$ cat src/rtl/alu_ctrl_mul_pkg.sv
// -----------------------------------------------------------------------------
// alu_ctrl_mul_pkg
// Shared definitions for the EX-stage ALU control / multiply block:
//   - ALU slice select codes (SEL_*)
//   - R-type funct codes (FUNCT_*)
//   - main-control alu_op encodings (ALUOP_*)
//   - multiply sequencer state enum
//   - decode helper turning alu_op/funct into slice select + b-invert
// -----------------------------------------------------------------------------
package alu_ctrl_mul_pkg;

  // ALU slice select codes
  localparam logic [2:0] SEL_ADD  = 3'b010;
  localparam logic [2:0] SEL_SUB  = 3'b110;
  localparam logic [2:0] SEL_AND  = 3'b000;
  localparam logic [2:0] SEL_OR   = 3'b001;
  localparam logic [2:0] SEL_SLT  = 3'b111;
  localparam logic [2:0] SEL_ZERO = 3'b011;

  // R-type funct field values
  localparam logic [5:0] FUNCT_ADD   = 6'b100000;
  localparam logic [5:0] FUNCT_SUB   = 6'b100010;
  localparam logic [5:0] FUNCT_AND   = 6'b100100;
  localparam logic [5:0] FUNCT_OR    = 6'b100101;
  localparam logic [5:0] FUNCT_SLT   = 6'b101010;
  localparam logic [5:0] FUNCT_MULTU = 6'b011001;
  localparam logic [5:0] FUNCT_MFHI  = 6'b010000;
  localparam logic [5:0] FUNCT_MFLO  = 6'b010010;

  // main-control alu_op encodings
  localparam logic [1:0] ALUOP_ADD   = 2'b00;
  localparam logic [1:0] ALUOP_SUB   = 2'b01;
  localparam logic [1:0] ALUOP_RTYPE = 2'b10;
  localparam logic [1:0] ALUOP_RSVD  = 2'b11;

  // multiply sequencer states
  typedef enum logic [1:0] {
    ST_IDLE = 2'b00,
    ST_BUSY = 2'b01,
    ST_DONE = 2'b10
  } state_e;

  // decoded ALU control pair
  typedef struct packed {
    logic [2:0] sel;
    logic       invert;
  } alu_ctl_t;

  // Maps alu_op/funct onto the slice select and the b-invert/carry-in line.
  // multu/mfhi/mflo and unknown functs force the ALU output to zero.
  function automatic alu_ctl_t decode_alu(input logic [1:0] op, input logic [5:0] fn);
    alu_ctl_t ctl;
    ctl.sel    = SEL_ZERO;
    ctl.invert = 1'b0;
    case (op)
      ALUOP_ADD: begin
        ctl.sel    = SEL_ADD;
        ctl.invert = 1'b0;
      end
      ALUOP_SUB: begin
        ctl.sel    = SEL_SUB;
        ctl.invert = 1'b1;
      end
      ALUOP_RTYPE: begin
        case (fn)
          FUNCT_ADD: begin
            ctl.sel    = SEL_ADD;
            ctl.invert = 1'b0;
          end
          FUNCT_SUB: begin
            ctl.sel    = SEL_SUB;
            ctl.invert = 1'b1;
          end
          FUNCT_AND: begin
            ctl.sel    = SEL_AND;
            ctl.invert = 1'b0;
          end
          FUNCT_OR: begin
            ctl.sel    = SEL_OR;
            ctl.invert = 1'b0;
          end
          FUNCT_SLT: begin
            ctl.sel    = SEL_SLT;
            ctl.invert = 1'b1;
          end
          default: begin
            ctl.sel    = SEL_ZERO;
            ctl.invert = 1'b0;
          end
        endcase
      end
      default: begin
        ctl.sel    = SEL_ZERO;
        ctl.invert = 1'b0;
      end
    endcase
    return ctl;
  endfunction

endpackage

$ cat src/rtl/alu_ctrl_mul_if.sv
// -----------------------------------------------------------------------------
// alu_ctrl_mul_if
// Bus between the EX pipeline stage and the ALU control / multiply block.
//   master (pipeline): drives i_valid, alu_op, funct, op_a, op_b;
//                      receives alu_sel, alu_invert, use_hilo, hilo_result,
//                      stall, mul_done
//   slave  (alu_ctrl_mul): the opposite directions
// -----------------------------------------------------------------------------
interface alu_ctrl_mul_if #(
  parameter int WIDTH = 32
) ();

  logic             i_valid;
  logic [1:0]       alu_op;
  logic [5:0]       funct;
  logic [WIDTH-1:0] op_a;
  logic [WIDTH-1:0] op_b;
  logic [2:0]       alu_sel;
  logic             alu_invert;
  logic             use_hilo;
  logic [WIDTH-1:0] hilo_result;
  logic             stall;
  logic             mul_done;

  modport master (
    output i_valid, alu_op, funct, op_a, op_b,
    input  alu_sel, alu_invert, use_hilo, hilo_result, stall, mul_done
  );

  modport slave (
    input  i_valid, alu_op, funct, op_a, op_b,
    output alu_sel, alu_invert, use_hilo, hilo_result, stall, mul_done
  );

endinterface

$ cat src/rtl/alu_ctrl_mul_mul_shift_add.sv
// -----------------------------------------------------------------------------
// mul_shift_add
// Datapath of the iterative unsigned shift-add multiplier.
//   clk, rst_n   : clock, asynchronous active-low reset
//   start        : load operands, clear product and iteration counter
//   step         : perform one shift-add iteration
//   mcand_in     : multiplicand (zero-extended internally to 2*WIDTH)
//   mplr_in      : multiplier
//   prod_next    : product value after the current iteration's add
//   last         : current iteration is the final one (cnt == MUL_CYCLES-1)
// -----------------------------------------------------------------------------
module mul_shift_add #(
  parameter int WIDTH      = 32,
  parameter int MUL_CYCLES = 32
) (
  input  logic               clk,
  input  logic               rst_n,
  input  logic               start,
  input  logic               step,
  input  logic [WIDTH-1:0]   mcand_in,
  input  logic [WIDTH-1:0]   mplr_in,
  output logic [2*WIDTH-1:0] prod_next,
  output logic               last
);

  localparam int CW = (MUL_CYCLES > 1) ? $clog2(MUL_CYCLES) : 1;

  logic [2*WIDTH-1:0] mcand_r;
  logic [WIDTH-1:0]   mplr_r;
  logic [2*WIDTH-1:0] prod_r;
  logic [CW-1:0]      cnt_r;
  logic [2*WIDTH-1:0] prod_next_s;

  // Conditional accumulate: add the shifted multiplicand when the multiplier LSB is set.
  always_comb begin
    prod_next_s = prod_r;
    if (mplr_r[0]) begin
      prod_next_s = prod_r + mcand_r;
    end else begin
      prod_next_s = prod_r;
    end
  end

  assign prod_next = prod_next_s;
  assign last      = (cnt_r == CW'(MUL_CYCLES - 1));

  // Operand/product/counter registers: load on start, shift-add on step.
  always_ff @(posedge clk or negedge rst_n) begin
    if (!rst_n) begin
      mcand_r <= {(2*WIDTH){1'b0}};
      mplr_r  <= {WIDTH{1'b0}};
      prod_r  <= {(2*WIDTH){1'b0}};
      cnt_r   <= {CW{1'b0}};
    end else if (start) begin
      mcand_r <= {{WIDTH{1'b0}}, mcand_in};
      mplr_r  <= mplr_in;
      prod_r  <= {(2*WIDTH){1'b0}};
      cnt_r   <= {CW{1'b0}};
    end else if (step) begin
      prod_r  <= prod_next_s;
      mcand_r <= {mcand_r[2*WIDTH-2:0], 1'b0};
      mplr_r  <= {1'b0, mplr_r[WIDTH-1:1]};
      cnt_r   <= cnt_r + CW'(1);
    end
  end

endmodule

$ cat src/rtl/alu_ctrl_mul.sv
// -----------------------------------------------------------------------------
// alu_ctrl_mul
// EX-stage ALU control plus multu/mfhi/mflo support.
//   clk    : rising-edge clock
//   rst_n  : asynchronous active-low reset
//   bus    : alu_ctrl_mul_if slave port
//            in : i_valid, alu_op, funct, op_a (multiplicand), op_b (multiplier)
//            out: alu_sel, alu_invert, use_hilo, hilo_result, stall, mul_done
// A multu accepted in IDLE or DONE stalls the pipeline for the issue cycle plus
// MUL_CYCLES iterations; HI/LO are written on the final iteration edge, so the
// DONE cycle (mul_done high) already sees the new product.
// -----------------------------------------------------------------------------
module alu_ctrl_mul
  import alu_ctrl_mul_pkg::*;
#(
  parameter int WIDTH      = 32,
  parameter int MUL_CYCLES = 32
) (
  input  logic           clk,
  input  logic           rst_n,
  alu_ctrl_mul_if.slave  bus
);

  alu_ctl_t           ctl_s;
  logic               is_rtype_s;
  logic               is_mul_s;
  logic               is_mfhi_s;
  logic               is_mflo_s;
  state_e             state_r;
  state_e             state_nxt_s;
  logic               stall_s;
  logic               start_s;
  logic               step_s;
  logic               hilo_we_s;
  logic               last_s;
  logic [2*WIDTH-1:0] prod_next_s;
  logic [WIDTH-1:0]   hi_r;
  logic [WIDTH-1:0]   lo_r;
  logic [WIDTH-1:0]   hilo_result_s;

  // Decode does not look at i_valid; only the mul/hilo qualifiers do.
  assign ctl_s          = decode_alu(bus.alu_op, bus.funct);
  assign bus.alu_sel    = ctl_s.sel;
  assign bus.alu_invert = ctl_s.invert;

  assign is_rtype_s = bus.i_valid && (bus.alu_op == ALUOP_RTYPE);
  assign is_mul_s   = is_rtype_s && (bus.funct == FUNCT_MULTU);
  assign is_mfhi_s  = is_rtype_s && (bus.funct == FUNCT_MFHI);
  assign is_mflo_s  = is_rtype_s && (bus.funct == FUNCT_MFLO);

  mul_shift_add #(
    .WIDTH      (WIDTH),
    .MUL_CYCLES (MUL_CYCLES)
  ) u_mul (
    .clk       (clk),
    .rst_n     (rst_n),
    .start     (start_s),
    .step      (step_s),
    .mcand_in  (bus.op_a),
    .mplr_in   (bus.op_b),
    .prod_next (prod_next_s),
    .last      (last_s)
  );

  // Sequencer state register.
  always_ff @(posedge clk or negedge rst_n) begin
    if (!rst_n) begin
      state_r <= ST_IDLE;
    end else begin
      state_r <= state_nxt_s;
    end
  end

  // Next-state, stall and datapath controls. A multu seen in DONE starts a
  // fresh multiply; any instruction seen in BUSY is ignored (EX is frozen).
  always_comb begin
    state_nxt_s = state_r;
    stall_s     = 1'b0;
    start_s     = 1'b0;
    step_s      = 1'b0;
    hilo_we_s   = 1'b0;
    case (state_r)
      ST_IDLE, ST_DONE: begin
        stall_s = is_mul_s;
        if (is_mul_s) begin
          start_s     = 1'b1;
          state_nxt_s = ST_BUSY;
        end else begin
          state_nxt_s = ST_IDLE;
        end
      end
      ST_BUSY: begin
        stall_s = 1'b1;
        step_s  = 1'b1;
        if (last_s) begin
          hilo_we_s   = 1'b1;
          state_nxt_s = ST_DONE;
        end else begin
          state_nxt_s = ST_BUSY;
        end
      end
      default: begin
        state_nxt_s = ST_IDLE;
      end
    endcase
  end

  // HI/LO capture the final product on the last iteration edge.
  always_ff @(posedge clk or negedge rst_n) begin
    if (!rst_n) begin
      hi_r <= {WIDTH{1'b0}};
      lo_r <= {WIDTH{1'b0}};
    end else if (hilo_we_s) begin
      hi_r <= prod_next_s[2*WIDTH-1:WIDTH];
      lo_r <= prod_next_s[WIDTH-1:0];
    end
  end

  // HI/LO read mux for mfhi/mflo.
  always_comb begin
    hilo_result_s = {WIDTH{1'b0}};
    if (is_mfhi_s) begin
      hilo_result_s = hi_r;
    end else if (is_mflo_s) begin
      hilo_result_s = lo_r;
    end else begin
      hilo_result_s = {WIDTH{1'b0}};
    end
  end

  assign bus.use_hilo    = is_mfhi_s || is_mflo_s;
  assign bus.hilo_result = hilo_result_s;
  assign bus.stall       = stall_s;
  assign bus.mul_done    = (state_r == ST_DONE);

endmodule

$ cat src/flat_wrapper.sv
// flat-port wrapper written by rule: the top's interface ports become plain ports
module alu_ctrl_mul_flat import alu_ctrl_mul_pkg::*;
#(
  parameter int WIDTH      = 32,
  parameter int MUL_CYCLES = 32
)
  (clk, rst_n, bus_i_valid, bus_alu_op, bus_funct, bus_op_a, bus_op_b, bus_alu_sel, bus_alu_invert, bus_use_hilo, bus_hilo_result, bus_stall, bus_mul_done);
  alu_ctrl_mul_if #(.WIDTH(WIDTH)) bus_i ();
  input  logic clk;
  input  logic rst_n;
  input wire logic [$bits(bus_i.i_valid)-1:0] bus_i_valid;
  input wire logic [$bits(bus_i.alu_op)-1:0] bus_alu_op;
  input wire logic [$bits(bus_i.funct)-1:0] bus_funct;
  input wire logic [$bits(bus_i.op_a)-1:0] bus_op_a;
  input wire logic [$bits(bus_i.op_b)-1:0] bus_op_b;
  output wire logic [$bits(bus_i.alu_sel)-1:0] bus_alu_sel;
  output wire logic [$bits(bus_i.alu_invert)-1:0] bus_alu_invert;
  output wire logic [$bits(bus_i.use_hilo)-1:0] bus_use_hilo;
  output wire logic [$bits(bus_i.hilo_result)-1:0] bus_hilo_result;
  output wire logic [$bits(bus_i.stall)-1:0] bus_stall;
  output wire logic [$bits(bus_i.mul_done)-1:0] bus_mul_done;
  assign bus_i.i_valid = bus_i_valid;
  assign bus_i.alu_op = bus_alu_op;
  assign bus_i.funct = bus_funct;
  assign bus_i.op_a = bus_op_a;
  assign bus_i.op_b = bus_op_b;
  assign bus_alu_sel = bus_i.alu_sel;
  assign bus_alu_invert = bus_i.alu_invert;
  assign bus_use_hilo = bus_i.use_hilo;
  assign bus_hilo_result = bus_i.hilo_result;
  assign bus_stall = bus_i.stall;
  assign bus_mul_done = bus_i.mul_done;
  alu_ctrl_mul #(.WIDTH(WIDTH), .MUL_CYCLES(MUL_CYCLES)) u_core (.clk(clk), .rst_n(rst_n), .bus(bus_i));
endmodule
$ cat config.mk
export PLATFORM = sky130hd
export DESIGN_NAME = alu_ctrl_mul_flat
export DESIGN_NICKNAME = d
export VERILOG_FILES = /design/src/rtl/alu_ctrl_mul_pkg.sv /design/src/rtl/alu_ctrl_mul_if.sv /design/src/rtl/alu_ctrl_mul_mul_shift_add.sv /design/src/rtl/alu_ctrl_mul.sv /design/src/flat_wrapper.sv
export SDC_FILE = /design/constraint.sdc
export NUM_CORES = 1
export LEC_CHECK = 0
export CAP_MARGIN = 20
export CORE_MARGIN = 1.5
export CORE_UTILIZATION = 40
export CTS_CLUSTER_DIAMETER = 200
export DETAILED_ROUTE_END_ITERATION = 12
export PLACE_DENSITY = 0.63
export SETUP_SLACK_MARGIN = 0.15
export SLEW_MARGIN = 20
export SYNTH_ARGS = -nofsm -noshare
export SYNTH_HDL_FRONTEND = slang
export SYNTH_SLANG_ARGS = --single-unit
export TNS_END_PERCENT = 20
$ cat constraint.sdc
create_clock -name clk -period 3.8 [get_ports clk]
set_input_delay 0.76 -clock clk [delete_from_list [all_inputs] [get_ports clk]]
set_output_delay 0.76 -clock clk [all_outputs]
set_load 0.05 [all_outputs]
; Yosys cells after proc, flatten, opt, wreduce, memory -nomap -nowiden
; Cells that the tools add are included.
; W data, S select, Z words.
[totals]
reg_bits = 231
ramBits = 0
mem_bits_ro = 0
latchBits = 0
wordCells = 53
output_inout_bits = 39
n_memories = 0
[op_classes]
bitwise = 0
n_mux = 22
magnitude_cmp = 0
mul = 0
eq_ne = 13
div_mod_pow = 0
add_sub_neg = 2
reduce_logical = 9
shift = 0
[op_table]
columns = cell, n
row1 = $mux W64, 5
row2 = $mux W32, 4
row3 = $add A64 B64 Y64, 1
row4 = $eq A6 B6 Y1 const B, 5
row5 = $pmux W4 S5, 1
row6 = $eq A6 B5 Y1 const B, 3
row7 = $pmux W4 S3, 1
row8 = $mux W5, 2
row9 = $mux W1, 6
row10 = $add A5 B1 Y5 const B, 1
row11 = $eq A5 B5 Y1 const B, 1
row12 = $eq A2 B1 Y1 const B, 2
row13 = $eq A2 B2 Y1 const B, 2
row14 = $logic_and A1 B1 Y1, 4
row15 = $logic_not A2 Y1, 2
row16 = $pmux W2 S2, 1
row17 = $mux W2, 1
row18 = $pmux W1 S2, 1
row19 = $reduce_bool A2 Y1, 1
row20 = $reduce_or A2 Y1, 1
row21 = $logic_or A1 B1 Y1, 1

; Logic depth before layout (Yosys ltp)
[logic_depth]
depth_word = 6
ltp_mapped = 13

; By module
; From an unflattened synthesis, not the netlist that was laid out.
[hier_totals]
cells_unflattened = 1580
area_unflattened_um2 = 14889.3
[modules_own_cells]
columns = module, area_each_um2, seq_area_each_um2, cells_each, instances
row1 = mul_shift_add, 11762.5, 4129.0, 1339, 1
row2 = alu_ctrl_mul, 3126.7, 1651.6, 241, 1

; Least setup slack after synthesis
; Ideal clock, no wire load.
[synth_path]
path_type = input -> output
start = input bus_funct[1]
end = output bus_alu_sel[2]
cell_stages = 5
path_slack_ps = -130
t_arrival_ps = 3170
t_required_ps = 3040
path_buffers = 3
cell_sequence = clkbuf_1 buf_1 nand2_1 o21ai_0 buf_4
[synth_between]
elab_chain_len = 3
word_cells_on_any_way = 7
cone_classes = eq/ne (5) / mux (2)
[synth_lines]
columns = item, line
row1 = "start, declared", flat_wrapper.sv:13  ; input wire logic [$bits(bus_i.funct)-1:0] bus_funct;
row2 = $eq A6 B6 Y1, alu_ctrl_mul_pkg.sv:65  ; case (fn)
row3 = $pmux W4 S5 (*), alu_ctrl_mul_pkg.sv:65
row4 = $pmux W4 S3 (*), alu_ctrl_mul_pkg.sv:55  ; case (op)
row5 = "end, declared", flat_wrapper.sv:16  ; output wire logic [$bits(bus_i.alu_sel)-1:0] bus_alu_sel;
; Every way passes the cells marked *; elsewhere a longest branch is shown, timed or not.

; Worst setup path after layout
[layout_path]
start = register u_core.u_mul.mcand_r[1]
end = register u_core.hi_r[31]
[layout_between]
elab_chain_len = 2
[layout_lines]
columns = item, line
row1 = "start, declared", alu_ctrl_mul_mul_shift_add.sv:28  ; logic [2*WIDTH-1:0] mcand_r;
row2 = "start signal, assigned", alu_ctrl_mul_mul_shift_add.sv:50  ; mcand_r <= {(2*WIDTH){1'b0}};
row3 = "start signal, assigned", alu_ctrl_mul_mul_shift_add.sv:55  ; mcand_r <= {{WIDTH{1'b0}}, mcand_in};
row4 = "start signal, assigned", alu_ctrl_mul_mul_shift_add.sv:61  ; mcand_r <= {mcand_r[2*WIDTH-2:0], 1'b0};
row5 = $add A64 B64 Y64, alu_ctrl_mul_mul_shift_add.sv:38  ; prod_next_s = prod_r + mcand_r;
row6 = $mux W64, alu_ctrl_mul_mul_shift_add.sv:37  ; if (mplr_r[0]) begin
row7 = "end signal, assigned", alu_ctrl_mul.sv:111  ; hi_r <= {WIDTH{1'b0}};
row8 = "end signal, assigned", alu_ctrl_mul.sv:114  ; hi_r <= prod_next_s[2*WIDTH-1:WIDTH];
row9 = "end, declared", alu_ctrl_mul.sv:37  ; logic [WIDTH-1:0] hi_r;
; Every way passes these cells.
; A chain may end at the register's enable or synchronous reset.

==> results.txt <==
- Power density relative to cell area: 692.5 mW/mm^2
* Global-route total usage across every layer: 22.76%
- Initial antenna violation count: 0
- Area of the multi-input gates: 0.007752 sq mm
- The die covers 0.03620 sq mm.
* Number of buffers inserted by hold repair at cts: 0
* Dominant cell type by count on the critical path: sky130_fd_sc_hd__o21ai_1
* Max-capacitance violation count: 0
- STA puts the critical path data required time at 4.22 ns.
- Die extent in x: 190.3 um
* Slowest stage cell, crit path: sky130_fd_sc_hd__nor3b_1
- Wire length of the first global-routing pass: 66.19 mm
* Combinational power share: 48.3%
- Per report_power, the sequential group accounts for 29.3% of the total.
- Y dimension of the die: 190.3 um
- The via count of the first global-routing pass was 12070.
- For the pin with the worst max-slew slack, the measured transition is 0.7745 ns.
- STA classifies the critical path endpoint as a flip-flop.
- Hold WC Path Type: input pin to async pin
* Global placement routability congestion: 0.9563
- The synthesized design devotes to its leading area cell type 41.21% of total area.
- Setup repair after global routing left no endpoint under its margin.
- Number of unique standard cell types used by synthesis: 73
- Proportion of layout cells with a drive suffix above 1: 7.742%
* Sw frac: 43.01%
* Avg WL per Cell: 18.94 um
- Setup violations remaining at the end of the flow were counted as 0.
* Setup TNS after final layout: 0 ns
* Post-route ant nets: 0
* Minimum clock period after layout: 3.488 ns
- Startpoint type of the worst setup path: flip-flop
- Wire length on met1: 19.16 mm
* Post-layout net count: 1839
- Standard-cell rows: 68
- The number of gates resized after CTS was 0.
- Area delta synth->final: 19.81%
* Pin count of the biggest net entering global routing: 88
* Skew final: 0.02777 ns
- TritonCTS built the clock tree.
- Counting every net in the synthesized netlist gives 1782.
* Worst-path clk slew: 0.06 ns
* Post-route fraction of the period consumed by the critical path: 91.80%
* Cts bufs inserted: 27
* Root buf cell: sky130_fd_sc_hd__clkbuf_16
* GR Overflow Total: 0
- The count of buffers added on input and output ports is 113.
- Critical-path maximum fanout: 4
* I/O pin count: 114
- The core region is 0.03454 sq mm.
- Fill cells in the final layout number 3346.
- Synthesized instance count: 1641
- Hold violation count in the final report: 0
* FF+latch count, synth: 231
- The wire-length estimate of the detail-placed layout is 29.10 mm.
- In the routed design, unresolved DRC markers number 0.
* Net switching power figure: 5.005 mW
* Maximum single-stage delay on the critical path: 0.47 ns
* Worst IR drop on VDD: 330.0 uV
- Total internal power: 6.632 mW
* Router iterations before antenna repair: 5
- After layout, the design draws a total of 11.64 mW.
- Initial drt markers: 955
- For this run, the number of Yosys warnings is 0.
* Clock Sinks: 231
- Async set-reset flop share out of synthesis: 100.0%
- Based on the critical path, the design can be clocked at up to 286.7 MHz.
- Arrival @ worst endpoint: 3.91 ns
- Met3 Routed Length: 2.211 mm
- In this run the cell area of the synthesized design comes to 0.01403 sq mm.
* Clock latency reported for the late side of the worst-skew pair: 0.56 ns
- Once the floorplan was initialized, standard cells occupied 40.60% of the core.
- Of the synthesized area, sequential elements account for 41.21%.
* Highest routing layer actually used: met4
- Met2 Routed Length: 18.74 mm
- Most common flop cell mapped by yosys: sky130_fd_sc_hd__dfrtp_1
* Register Area: 0.005781 sq mm
- In this run the number of H-tree levels came out at 1.
* Proportion of power drawn by the clock network: 22.4%
* Via count: 12460
- The worst setup path is of the flip-flop to flip-flop kind.
- The number of antenna diodes in the final layout is 0.
- Max-slew headroom: 48.29%
- Top cells by area in the synthesized netlist: sky130_fd_sc_hd__dfrtp_1 (41%), sky130_fd_sc_hd__nand2_1 (9.9%), sky130_fd_sc_hd__ha_1 (5.8%)
* Via density: 5.734
- In this run the mean area of a mapped cell was 8.547 sq um.
- Buffers added to address setup during post-CTS repair amount to 0.
- The run finished with clean final reports.
- The biggest area contributor in the post-synthesis netlist is sky130_fd_sc_hd__dfrtp_1.
- Critical path, cell by cell: ha_1, a211oi_1, o21ai_1, o21ai_1, a21oi_1, o2111ai_2, a21boi_1, o21ai_1, nor3b_1, or4_1, a31oi_1
- The final layout contains routed wiring with a total length of 41.17 mm.
* Final max-slew violation count: 0
* Number of flops mapped to enable cells by yosys: 0
- In the layout the commonest cells are sky130_fd_sc_hd__nand2_1 (367), sky130_fd_sc_hd__dfrtp_1 (231), sky130_fd_sc_hd__o21ai_0 (107).
- Most frequent standard cell in the layout excluding fill and tap cells: sky130_fd_sc_hd__nand2_1
- Reported leakage power: 7.814 nW
* Clock Tree Buf Depth: 3
-- logic make-up after synthesis --
family          count (synthesis)  synth area share (%)
xor+xnor                       61                 3.809
simple gates                  586                 17.79
mux                            63                 4.505
buf+inv                       136                 3.756
compound gates                498                 22.99
flops                         231                 41.21
fa+ha+maj                      66                 5.941
-- power groups by stage --
stage                     clock, mW  combinational, mW  sequential [mW]
final                          2.60               5.62             3.41
after global routing           2.74               6.21             3.47
after CTS                      2.64               5.54             3.40
after detailed placement          0               5.51             3.43
after global placement            0               5.44             3.42
after floorplan                   0               4.19             3.28
-- worst paths after layout --
path	start	to	slack (ns)	cells past startpoint
max	u_core.u_mul.mcand_r[1]$_DFFE_PN0P_	u_core.hi_r[31]$_DFFE_PN0P_	0.31	11
min	rst_n	u_core.u_mul.mcand_r[6]$_DFFE_PN0P_	0.21	1
max reg2reg	u_core.u_mul.mcand_r[1]$_DFFE_PN0P_	u_core.hi_r[31]$_DFFE_PN0P_	0.31	11
min reg2reg	u_core.u_mul.mplr_r[6]$_DFFE_PN0P_	u_core.u_mul.mplr_r[6]$_DFFE_PN0P_	0.48	2
max in group asynchronous	rst_n	u_core.u_mul.mplr_r[30]$_DFFE_PN0P_	2.71	2
min in group clk	u_core.u_mul.mplr_r[6]$_DFFE_PN0P_	u_core.u_mul.mplr_r[6]$_DFFE_PN0P_	0.48	2
-- synth_stat cells (5+ instances only) --
cell type,number
sky130_fd_sc_hd__nand3_1,10
sky130_fd_sc_hd__xnor2_1,34
sky130_fd_sc_hd__nand2b_1,10
sky130_fd_sc_hd__clkbuf_1,94
sky130_fd_sc_hd__a22o_1,9
sky130_fd_sc_hd__a22oi_1,62
sky130_fd_sc_hd__o21ai_0,108
sky130_fd_sc_hd__o21ai_1,31
sky130_fd_sc_hd__a21o_1,42
sky130_fd_sc_hd__mux2i_1,62
sky130_fd_sc_hd__a211o_1,6
sky130_fd_sc_hd__xor2_1,27
sky130_fd_sc_hd__buf_1,8
sky130_fd_sc_hd__o21a_1,23
sky130_fd_sc_hd__a211oi_1,9
sky130_fd_sc_hd__nand4_1,21
sky130_fd_sc_hd__o22ai_1,44
sky130_fd_sc_hd__nor4_1,5
sky130_fd_sc_hd__o211ai_1,7
sky130_fd_sc_hd__nor3_1,26
sky130_fd_sc_hd__ha_1,65
sky130_fd_sc_hd__buf_2,10
sky130_fd_sc_hd__a21oi_1,86
sky130_fd_sc_hd__nand2_1,369
sky130_fd_sc_hd__and3_1,30
sky130_fd_sc_hd__o31ai_1,6
sky130_fd_sc_hd__a31oi_1,12
sky130_fd_sc_hd__inv_1,21
sky130_fd_sc_hd__o21bai_1,18
sky130_fd_sc_hd__dfrtp_1,231
sky130_fd_sc_hd__nor2_1,92
sky130_fd_sc_hd__nor2b_1,7
-- through the flow --
step                      area (sq um)  hold WS, ns  cells  setup WS, ns  util (%)
after floorplan                  14030       0.4468   1641        0.3023         -
after CTS                        16800       0.2255   2173        0.4263     48.65
after global placement           15920       0.4586   2124        0.4554     46.09
after detailed placement         15920       0.4628   2124        0.4217     46.09
final                            16800       0.2058   2173        0.3115     48.65
after global routing             16800       0.2625   2173        0.1836     48.65
-- area by class of cell --
type	instances	area share (%)
multi-input combinational	1274	46.13
clock buffer	32	4.311
clock inverter	17	0.9530
tap	455	3.388
sequential	231	34.40
timing repair buffer	141	10.30
inverter	23	0.5137
-- metal layers --
layer	vias up	global-route usage [%]
li1	5954	-
met1	6055	33.03
met2	380	36.09
met3	71	2.300
met4	0	6.329
met5	-	0
-- flip-flops by register name (all words and copies together), names as in the netlist --
| register | cells |
|---|---|
| u_core.state_r | 2 |
| u_core.hi_r | 32 |
| u_core.u_mul.cnt_r | 5 |
| u_core.lo_r | 32 |
| u_core.u_mul.prod_r | 64 |
| u_core.u_mul.mplr_r | 32 |
| u_core.u_mul.mcand_r | 64 |
-- critical path, delay by kind of cell, from the launching register on --
family / cells / cell delay [ns]
DFF: 1 / 0.41
adders and majority gates: 1 / 0.31
and+or+nand+nor: 2 / 0.66
AOI/OAI and AO/OA: 8 / 1.98
(Power assumes the default switching activity.)
